===== src/rtl/wb_trd.sv =====
// ---------------------------------------------------------------------------
// wb_trd : write-back stage of the 8-thread pipeline.
//
// Takes the registered outputs of the memory-access stage, picks the
// register-file write data (execute result or load data), drives the single
// register-file write port, and owns the thread-status table. Thread-control
// ops (START/KILL/EXIT) update that table; START requests are queued as
// pending bits and handed to fetch one at a time through a round-robin
// valid/ready handshake.
//
// Ports:
//   clk, rst_n          clock, asynchronous active-low reset
//   ins_wb              instruction word, 0 marks a bubble
//   pc_wb               instruction PC, debug visibility only
//   exe_data_wb         execute result
//   trd_wb              issuing thread
//   reg_wr_wb           destination register
//   wr_en_wb            register write enable
//   wb_sel_wb           write-data select (0 execute, 1 load data)
//   d_rd_data           data-memory read data
//   trd_ctrl_wb         thread op (none/START/KILL/EXIT)
//   obj_trd_wb          target thread of START/KILL
//   new_pc_wb           START entry PC
//   new_data_wb         START argument
//   rf_wr_*             register-file write port (data is also forwarded)
//   start_vld/rdy/...   start request handshake towards fetch
//   kill_vld, kill_trd  one-cycle squash pulse towards fetch
//   trd_active          thread-status table
//   err_start           one-cycle pulse: START hit an already-active thread
//   halt                every thread is inactive (sticky until reset)
// ---------------------------------------------------------------------------
module wb_trd #(
   parameter int         NTRD       = 8,
   parameter logic [7:0] RST_ACTIVE = 8'h01
) (
   input  logic        clk,
   input  logic        rst_n,
   input  logic [31:0] ins_wb,
   input  logic [31:0] pc_wb,
   input  logic [31:0] exe_data_wb,
   input  logic [2:0]  trd_wb,
   input  logic [4:0]  reg_wr_wb,
   input  logic        wr_en_wb,
   input  logic        wb_sel_wb,
   input  logic [31:0] d_rd_data,
   input  logic [2:0]  trd_ctrl_wb,
   input  logic [2:0]  obj_trd_wb,
   input  logic [31:0] new_pc_wb,
   input  logic [31:0] new_data_wb,
   output logic        rf_wr_en,
   output logic [2:0]  rf_wr_trd,
   output logic [4:0]  rf_wr_addr,
   output logic [31:0] rf_wr_data,
   output logic        start_vld,
   input  logic        start_rdy,
   output logic [2:0]  start_trd,
   output logic [31:0] start_pc,
   output logic [31:0] start_arg,
   output logic        kill_vld,
   output logic [2:0]  kill_trd,
   output logic [7:0]  trd_active,
   output logic        err_start,
   output logic        halt
);

   typedef enum logic [2:0] {
      OP_NONE  = 3'b000,
      OP_START = 3'b001,
      OP_KILL  = 3'b010,
      OP_EXIT  = 3'b011
   } trd_op_e;

   logic [NTRD-1:0] active_q, active_d;
   logic [NTRD-1:0] pending_q, pending_d;
   logic [2:0]      rr_ptr_q, rr_ptr_d;
   logic            kill_vld_q, kill_vld_d;
   logic [2:0]      kill_trd_q, kill_trd_d;
   logic            err_start_q, err_start_d;
   logic            halt_q, halt_d;
   logic [31:0]     pc_q  [NTRD];
   logic [31:0]     pc_d  [NTRD];
   logic [31:0]     arg_q [NTRD];
   logic [31:0]     arg_d [NTRD];

   logic [2:0]      arb_trd;
   logic            handshake;

   // The PC is carried along for debug only and has no function here.
   logic unused_pc;
   assign unused_pc = ^pc_wb;

   // Register-file write port: zero latency, r0 writes are dropped.
   always_comb begin
      rf_wr_data = wb_sel_wb ? d_rd_data : exe_data_wb;
      rf_wr_en   = wr_en_wb & (reg_wr_wb != 5'd0);
      rf_wr_trd  = trd_wb;
      rf_wr_addr = reg_wr_wb;
   end

   // Round-robin pick: the first pending thread found scanning upward from
   // rr_ptr, wrapping 7 -> 0. Purely a function of registers, so the request
   // holds steady while fetch is stalling.
   always_comb begin
      logic       found;
      logic [2:0] idx;
      found   = 1'b0;
      idx     = rr_ptr_q;
      arb_trd = rr_ptr_q;
      for (int i = 0; i < NTRD; i++) begin
         idx = rr_ptr_q + 3'(i);
         if (!found && pending_q[idx]) begin
            found   = 1'b1;
            arb_trd = idx;
         end
      end
   end

   assign start_vld = |pending_q;
   assign start_trd = arb_trd;
   assign start_pc  = pc_q[arb_trd];
   assign start_arg = arg_q[arb_trd];
   assign handshake = start_vld & start_rdy;

   // Next-state for the thread table. The handshake is applied first so that
   // a KILL/EXIT of the thread being started in the same cycle still clears
   // it; the kill pulse then lets fetch squash that freshly started thread.
   always_comb begin
      logic [2:0] tgt;
      active_d    = active_q;
      pending_d   = pending_q;
      rr_ptr_d    = rr_ptr_q;
      kill_vld_d  = 1'b0;
      kill_trd_d  = kill_trd_q;
      err_start_d = 1'b0;
      halt_d      = halt_q | (active_q == '0);
      pc_d        = pc_q;
      arg_d       = arg_q;
      tgt         = (trd_ctrl_wb == OP_EXIT) ? trd_wb : obj_trd_wb;

      if (handshake) begin
         pending_d[arb_trd] = 1'b0;
         rr_ptr_d           = arb_trd + 3'd1;
      end

      // A bubble (ins_wb == 0) never carries a thread op.
      if (ins_wb != 32'd0) begin
         case (trd_ctrl_wb)
            OP_START: begin
               if (active_q[tgt]) begin
                  err_start_d = 1'b1;
               end else begin
                  active_d[tgt]  = 1'b1;
                  pending_d[tgt] = 1'b1;
                  pc_d[tgt]      = new_pc_wb;
                  arg_d[tgt]     = new_data_wb;
               end
            end
            OP_KILL, OP_EXIT: begin
               active_d[tgt]  = 1'b0;
               pending_d[tgt] = 1'b0;
               kill_vld_d     = 1'b1;
               kill_trd_d     = tgt;
            end
            default: ;
         endcase
      end
   end

   // State registers; reset also drops every pending start, which pulls
   // start_vld low without waiting for a clock.
   always_ff @(posedge clk or negedge rst_n) begin
      if (!rst_n) begin
         active_q    <= RST_ACTIVE[NTRD-1:0];
         pending_q   <= '0;
         rr_ptr_q    <= 3'd0;
         kill_vld_q  <= 1'b0;
         kill_trd_q  <= 3'd0;
         err_start_q <= 1'b0;
         halt_q      <= 1'b0;
         for (int i = 0; i < NTRD; i++) begin
            pc_q[i]  <= 32'd0;
            arg_q[i] <= 32'd0;
         end
      end else begin
         active_q    <= active_d;
         pending_q   <= pending_d;
         rr_ptr_q    <= rr_ptr_d;
         kill_vld_q  <= kill_vld_d;
         kill_trd_q  <= kill_trd_d;
         err_start_q <= err_start_d;
         halt_q      <= halt_d;
         for (int i = 0; i < NTRD; i++) begin
            pc_q[i]  <= pc_d[i];
            arg_q[i] <= arg_d[i];
         end
      end
   end

   assign trd_active = active_q;
   assign kill_vld   = kill_vld_q;
   assign kill_trd   = kill_trd_q;
   assign err_start  = err_start_q;
   assign halt       = halt_q;

endmodule


===== config.mk =====
export PLATFORM = sky130hd
export DESIGN_NAME = wb_trd
export DESIGN_NICKNAME = d
export VERILOG_FILES = /design/src/rtl/wb_trd.sv
export SDC_FILE = /design/constraint.sdc
export NUM_CORES = 1
export LEC_CHECK = 0
export ABC_CLOCK_PERIOD_IN_PS = 5200
export CORE_MARGIN = 1.5
export CORE_UTILIZATION = 31
export CTS_CLUSTER_DIAMETER = 100
export CTS_CLUSTER_SIZE = 16
export DETAILED_ROUTE_END_ITERATION = 12
export PLACE_DENSITY_LB_ADDON = 0.12
export SLEW_MARGIN = 20
export SYNTH_ARGS = -nofsm -noshare
export SYNTH_HDL_FRONTEND = slang
export SYNTH_SLANG_ARGS = --single-unit

===== constraint.sdc =====
create_clock -name clk -period 5.2 [get_ports clk]
set_clock_uncertainty 0.1 [all_clocks]
set_input_delay 1.56 -clock clk [delete_from_list [all_inputs] [get_ports clk]]
set_output_delay 1.56 -clock clk [all_outputs]
set_load 0.01 [all_outputs]

[Word level (Yosys, flattened, before mapping)]
Index checks and enable logic that the tools add are counted.
Word-level totals
  bits in registers: 537
  bits of input ports: 211
  logic and storage cells: 148
Operators by class
  $add $sub $neg: 8
  $lt $le $gt $ge: 15
  eq/ne operators: 4
  mux-type cells: 59
  bitwise operators: 13
  reductions and logical operators: 26
Operators with widths (number)
  $bwmux W256: 2
  $bmux W32 S3: 2
  $mux W32: 6
  $demux W32 S3: 1
  $lt A3 B4 Y1 const B: 10
  $mux W8: 4
  $pmux W8 S2: 2
  $reduce_bool A32 Y1: 1
  $bmux W1 S3: 9
  $and A8 B8 Y8: 3
  $mux W3: 8
  $mux W1: 23
  $not A8 Y8: 2
  $or A8 B8 Y8: 2
  $add A3 B3 Y3 const B: 4
  $logic_and A1 B1 Y1: 10
  $ge A4 B4 Y1 const B: 2
  $logic_not A8 Y1: 1
  $not A3 Y4: 2
  $reduce_or A8 Y1: 1
  $logic_not A1 Y1: 7
  $add A3 B1 Y3 const B: 2
  $add A3 B2 Y3 const B: 2
  $demux W1 S3: 2
  13 further kinds: 17

[Logic depth before layout (Yosys ltp)]
Gate-level depths: netlist (run 1).
  depth in word-level cells: 35
  mapped depth: 17
  gate-level depth less buffers: 11

[Worst setup path before layout (run 1)]
OpenSTA, ideal clock, no wires.
  path kind: register to output
  start: register rr_ptr_q[0]
  end: output port start_arg[0]
  arrival time: 3.720 ns
  required time: 3.540 ns
  slack: -0.180 ns
  stages on the path, launching flop included: 17
  path through: dfrtp_1 buf_6 buf_6 inv_1 ha_1 buf_2 mux4_2 mux2i_1 o21a_1 o22ai_1 a22oi_2 a22oi_4 inv_2 buf_2 clkbuf_1 a2111oi_0 nor4_1
Between the ends
  word-level cells in the longest chain between the ends: 28
  elaborated cells between the ends (all ways): 55
  those cells by class: add/sub: 7; mux: 33; bitwise: 1; reduce/logical: 14
Ends and longest elaborated chain
  start, declared: RTL line 75  | logic [2:0] rr_ptr_q, rr_ptr_d;
  start signal, assigned: RTL line 187  | rr_ptr_q <= rr_ptr_d;
  parallel branches: the longest is 23 deep, another holds $add A3 B1 Y3
  $mux W3 *: RTL line 111  | if (!found && pending_q[idx]) begin
  $not A3 Y4 (implied by the code) *: RTL line 121  | assign start_arg = arg_q[arb_trd];
  $bmux W32 S3 *: RTL line 121
  $mux W32 (implied by the code) * (2 in a row): RTL line 121
  end, declared: RTL line 58  | output logic [31:0] start_arg,
Mark *: on every way between the ends. The select of a mux whose other input is x is not followed.

[Worst setup path after layout (run 1)]
  start: register rr_ptr_q[0]
  end: output port start_pc[13]
Between the ends
  word-level cells in the longest chain between the ends: 28
  elaborated cells between the ends (all ways): 55
  those cells by class: add/sub: 7; mux: 33; bitwise: 1; reduce/logical: 14
Ends and longest elaborated chain
  parallel branches: the longest is 23 deep, another holds $add A3 B1 Y3
  $mux W3 *: RTL line 111
  $not A3 Y4 (implied by the code) *: RTL line 120  | assign start_pc = pc_q[arb_trd];
  $bmux W32 S3 *: RTL line 120
  $mux W32 (implied by the code) * (2 in a row): RTL line 120
  end, declared: RTL line 57  | output logic [31:0] start_pc,
Marked as above.

==> impl_metrics.toml, run 1 <==
[route]
drc = 0
vias = 23600
drt-wirelength-per-cell_um = 25.6
dr.pass1.iters = 5
final_antenna_net_count = 0
drt_iter0_markers = 1341
wirelength_mm = 105
viasPerCell = 5.75

[placed_design]
post-place-ws_ns = -1.04
place.gp.congestion = 0.826
post_dp_cell_area_um2 = 34800
dp_cells = 3900
dp_hpwl_mm = 59.7
io_buffers = 301

[layout]
stdcell_area_um2 = 41400
area_growth_pct = 46.9
multi_input_area_um2 = 16900
fillerInstances = 8127
nNetsFinal = 3125
finalNonFillerCells = 4099
drive_gt1_share_pct = 49.6
regArea_um2 = 13400

[timing]
setup_viol = 67
final.setup.worst_slack_ns = -0.994
worst-slew-pin-transition_ns = 1.09
max-slew-margin-rel_pct = 27.4
tns_ns = -53.07
finalCritPeriodShare_pct = 119
finalMaxSlewViolations = 0
grt_setup_unrepaired = "true"
hold_viol = 0
fmax_mhz = 161
period_minus_slack_ns = 6.19

[synthesis]
synth_edf_count = 0
async_reset_ff_share_pct = 100
syn-num-nets = 2623
postSynthCellCount = 2410
syn_area_um2 = 28200
yosysUniqueCellTypes = 67
synthFlopType = "dfrtp_1"
syn_area_per_cell_um2 = 11.7
ys_warn_count = 0
synth.ff_latch_count = 537
synth_seq_area_share_pct = 47.7

[clock_tree]
cts_buffers = 40
cts-htree-levels = 2
clk_pin_slew_ns = 0.08
cts_sinks = 537
ctsRootBufferMaster = "clkbuf_16"
cts_hold_buf = 0
clockBufferDepth = 3
cts_tree = "built"
clk_latency_ns = 0.59

[floorplanning]
die_w_um = 304
die_y_um = 304
row_count = 110
initial_core_util_pct = 31.3
die-area_um2 = 92700
coreArea_um2 = 90000
io_pins = 334

[worst_setup_path]
crit_path_top_delay_cell = "mux4_2"
critPathRequiredTime_ns = 3.54
cp_top_family = "buffers and inverters"
path_class = "flop to output port"
critPathArrivalTime_ns = 4.53
slowest_delay_ns = 0.60
startpoint_type = "flop"
path_buf_inv = 10
cp_max_fo = 9
path_cells = "buf_12, mux2_4, mux4_2, buf_6, a21oi_1, o22a_1, o31ai_2, buf_4, xnor2_4, buf_12, inv_8, buf_12, buf_16, buf_4, a2111oi_4, nor4_1, buf_4, dlygate4sd2_1"
crit_path_end_kind = "output port"

[global_route]
grt_usage_pct = 21.1
antenna_found_initial = 4
grt_pass1_wl_mm = 153
grt_max_degree = 108
first_global_vias = 23800
overflow = 0

[hold_path]
hp-class = "flop to flop"

[outcome]
failed_checks = "setup timing"
status = "finished, violations left"

[run]
drv_cap = 0
## layout by cell type, fill, tap and decap left out, types with 52 or more instances in the layout
cell type / count
buf_12: 95
o21ai_1: 52
clkdlybuf4s50_1: 234
a2111oi_2: 113
o21ai_0: 210
dfrtp_1: 535
a21oi_1: 240
mux2_2: 549
clkbuf_16: 53
buf_4: 257
a2111oi_4: 126
## routing by layer
metal | global-route usage (%) | up-vias | share of wire, % | wire (um)
li1 | - | 10400 | - | -
met1 | 29.0 | 12400 | 45 | 47300
met2 | 35.6 | 622 | 49 | 51800
met3 | 2.72 | 127 | 3.9 | 4050
met4 | 4.51 | 4 | 1.8 | 1940
met5 | 0 | - | 0.014 | 15
## synth_stat cells, drive strengths merged, types with 3 or more instances
| master | n | area, um2 |
|---|---|---|
| a2111oi | 258 | 2660 |
| a21oi | 265 | 1330 |
| a221o | 4 | 40.0 |
| a22oi | 7 | 71.3 |
| a2bb2oi | 8 | 82.6 |
| buf | 87 | 544 |
| clkbuf | 188 | 706 |
| dfrtp | 536 | 13400 |
| inv | 10 | 37.5 |
| mux2 | 554 | 6250 |
| mux2i | 12 | 136 |
| mux4 | 13 | 293 |
| nand2 | 26 | 97.6 |
| nand3 | 6 | 30.0 |
| nand4 | 5 | 31.3 |
| nor2 | 27 | 104 |
| nor3 | 6 | 30.0 |
| nor4 | 77 | 482 |
| o211ai | 4 | 30.0 |
| o21ai | 263 | 1320 |
| o22a | 4 | 35.0 |
| o22ai | 4 | 31.3 |
| o31ai | 4 | 35.0 |
| o41ai | 7 | 61.3 |
| xnor2 | 3 | 33.8 |
## path summary, 6_finish.rpt
path	from	end	slack [ns]	depth (start not counted)
setup reg to reg	rr_ptr_q[0]	pending_q[2]	1.33	14
setup / recovery	rr_ptr_q[0]	start_pc[13]	-0.99	18
min in group asynchronous	rst_n	pc_q[53]	0.87	1
hold reg to reg	halt	halt	0.37	1
max in group asynchronous	rst_n	arg_q[226]	2.95	2
hold / removal	halt	halt	0.37	1
## kinds of logic after synthesis
kind of cell | Yosys count | share of synthesized area, %
buf+inv | 285 | 4.57
xor+xnor | 5 | 0.209
fa+ha+maj | 2 | 0.0888
mux | 579 | 23.7
flops | 537 | 47.7
compound gates | 843 | 20.7
simple gates | 159 | 3.04
## area by class of cell
| type | count | share of cell area [%] |
|---|---|---|
| diodes | 2 | 0.0121 |
| clock buffers | 46 | 2.55 |
| clock inverters | 5 | 0.172 |
| inverters | 10 | 0.145 |
| multi-input cells | 1589 | 40.7 |
| flip-flops and latches | 537 | 32.5 |
| well taps | 1176 | 3.56 |
| repair buffers | 733 | 20.4 |
| repair inverters | 1 | 0.0151 |
## per-stage QoR
step	hold WS, ns	util (%)
final	0.369	46.0
after global routing	0.397	46.0
after CTS	0.370	42.1
after detailed placement	0.352	38.6
after global placement	0.341	38.6
after floorplan	0.373	-
## flip-flops by register name (all words and copies together) (netlist names), named ones only
name and cells:
pending_q 8, kill_vld 1, halt 1, rr_ptr_q 3, err_start 1, kill_trd 3, arg_q 256, pc_q 256
## what timing repair did
item,in CTS,in global routing
endpoints found under the setup margin,67,67
resized for setup,439,484
buffers inserted,26,101
cloned,15,13
pin swaps,73,142
hold endpoints to repair,0,0
Power of run 1 is left out: the tool's default activity adds up to more than one toggle a clock period on the data nets, which glitch-free logic cannot reach.
==> run 2, diff against run 1 <==
--- a/config.mk
+++ b/config.mk
@@ -5,13 +5,13 @@
 export SDC_FILE = /design/constraint.sdc
 export NUM_CORES = 1
 export LEC_CHECK = 0
-export ABC_CLOCK_PERIOD_IN_PS = 5200
+export ABC_CLOCK_PERIOD_IN_PS = 8000
 export CORE_MARGIN = 1.5
 export CORE_UTILIZATION = 31
 export CTS_CLUSTER_DIAMETER = 100
 export CTS_CLUSTER_SIZE = 16
 export DETAILED_ROUTE_END_ITERATION = 12
-export PLACE_DENSITY_LB_ADDON = 0.12
+export PLACE_DENSITY = 0.54
 export SLEW_MARGIN = 20
 export SYNTH_ARGS = -nofsm -noshare
 export SYNTH_HDL_FRONTEND = slang
==> constraint.sdc (replaced) <==
create_clock -name clk -period 8 [get_ports clk]
set_clock_uncertainty 0.1 [all_clocks]
set_input_delay 2.4 -clock clk [delete_from_list [all_inputs] [get_ports clk]]
set_output_delay 2.4 -clock clk [all_outputs]
set_load 0.01 [all_outputs]
==> impl_metrics.toml, run 2 (same netlist as run 1, synthesis figures left out) <==
[outcome]
status = "finished clean"

[layout]
area_growth_pct = 20.8
drive_gt1_share_pct = 31.4
multi_input_area_um2 = 13600
fillerInstances = 8647
regArea_um2 = 13400
nNetsFinal = 2795
top_regs = "arg_q x256, pc_q x256, pending_q x8"
final_cell_mix = "mux2_2, dfrtp_1, clkdlybuf4s50_1"
layout_commonest_cell = "mux2_2"

[route]
drt-wirelength-per-cell_um = 24.6
viasPerCell = 5.87
wirelength_mm = 92.9
vias = 22100
dr.pass1.iters = 5
drt_iter0_markers = 1444
drc = 0
final_antenna_net_count = 0

[worst_setup_path]
startpoint_type = "flop"
critPathArrivalTime_ns = 5.28
cp_max_fo = 30
path_class = "flop to output port"
path_buf_inv = 5
crit_path_top_delay_cell = "nor4_1"
path_cells = "inv_1, ha_1, buf_4, mux4_2, mux2i_1, o21a_1, o22ai_1, a22oi_2, a22oi_4, buf_4, inv_6, a2111oi_0, nor4_1, clkdlybuf4s50_1"
critPathRequiredTime_ns = 5.50
cp_top_family = "buffers and inverters"
cp_common_cell = "buf_4"
slowest_delay_ns = 0.79
crit_path_end_kind = "output port"

[clock_tree]
cts_tree = "built"
ctsRootBufferMaster = "clkbuf_16"
cts_buffers = 40
cts-htree-levels = 2
clk_latency_ns = 0.57
clockBufferDepth = 3
cts_sinks = 537
clk_pin_slew_ns = 0.08

[timing]
hold_viol = 0
tns_ns = 0
finalCritPeriodShare_pct = 97.2
worst-slew-pin-transition_ns = 1.00
fmax_mhz = 129
setup_viol = 0
period_minus_slack_ns = 7.78
max-slew-margin-rel_pct = 33.0
grt_setup_unrepaired = "false"
finalMaxSlewViolations = 0

[placed_design]
dp_hpwl_mm = 52.9
io_buffers = 301
place.gp.congestion = 0.823

[floorplanning]
io_pins = 334
die_w_um = 304
die-area_um2 = 92700
die_y_um = 304
initial_core_util_pct = 31.3
row_count = 110
coreArea_um2 = 90000

[global_route]
grt_usage_pct = 19.2
first_global_vias = 22800
overflow = 0
grt_max_degree = 145
antenna_found_initial = 15
grt_pass1_wl_mm = 141

[run]
drv_cap = 0

[hold_path]
hp-class = "flop to flop"
## run 2: changes by cell type in the layout (fill, tap and decap cells not counted), moves of 53 or more
cell | previous run | this run
a2111oi_0 | 4 | 191
a2111oi_2 | 113 | 60
a2111oi_4 | 126 | 1
buf_12 | 95 | 34
buf_4 | 257 | 64
clkdlybuf4s50_1 | 234 | 300
## run 2: per-layer routing
layer | wire length, um | share of wire, % | GRT usage (%) | up-vias
li1 | - | - | - | 9709
met1 | 40300 | 43 | 25.3 | 11500
met2 | 44900 | 48 | 32.2 | 773
met3 | 5270 | 5.7 | 3.27 | 138
met4 | 2270 | 2.4 | 5.93 | 12
met5 | 78 | 0.084 | 0 | -
## run 2: path summary, 6_finish.rpt
kind,startpoint,endpoint,slack [ns],cells past startpoint
worst min register to register,halt,halt,0.36,1
worst max register to register,rr_ptr_q[0],pending_q[3],4.07,10
worst min-delay path,halt,halt,0.36,1
max in group asynchronous,rst_n,rr_ptr_q[2],4.55,2
min in group asynchronous,rst_n,pc_q[134],1.71,1
worst max-delay path,rr_ptr_q[0],start_pc[31],0.22,14
## run 2: cell type report
cell class	count	share of cell area (%)
multi-input cells	1588	39.9
flip-flops and latches	537	39.5
repair buffers	404	12.6
well taps	1176	4.32
clock buffers	44	3.14
clock inverters	4	0.272
inverters	10	0.176
diodes	9	0.0662
repair inverters	1	0.0257
## run 2: timing repair
item                       4_1_cts  5_1_grt
cloned                           1        2
setup buffers                    0        3
pin swaps                        0        4
setup endpoints to repair        4       29
gates resized for setup          3        9
hold buffers                     0        0
## run 2: through the flow
| stage | std cells | cell area (um2) | worst slack [ns] | hold slack (ns) | util (%) |
|---|---|---|---|---|---|
| floorplan | 2410 | 28200 | 1.78 | 0.373 | - |
| detailed placement | 3710 | 32700 | 0.527 | 0.356 | 36.4 |
| CTS | 3759 | 33900 | 0.0446 | 0.371 | 37.7 |
| global route | 3770 | 34000 | 0.0141 | 0.385 | 37.8 |
| global placement | 3710 | 32700 | 0.645 | 0.348 | 36.4 |
| finish | 3773 | 34000 | 0.220 | 0.364 | 37.8 |
Power of run 2 is left out for the same reason.
==> run 3, diff against run 2 <==
--- a/config.mk
+++ b/config.mk
@@ -12,7 +12,7 @@
 export CTS_CLUSTER_SIZE = 16
 export DETAILED_ROUTE_END_ITERATION = 12
 export PLACE_DENSITY = 0.54
-export SLEW_MARGIN = 20
+export SLEW_MARGIN = 15
 export SYNTH_ARGS = -nofsm -noshare
 export SYNTH_HDL_FRONTEND = slang
 export SYNTH_SLANG_ARGS = --single-unit
==> results of run 3 <==
The final DEF is identical to that of run 2; final timing and power are the same.
Power of run 3 is left out for the same reason.
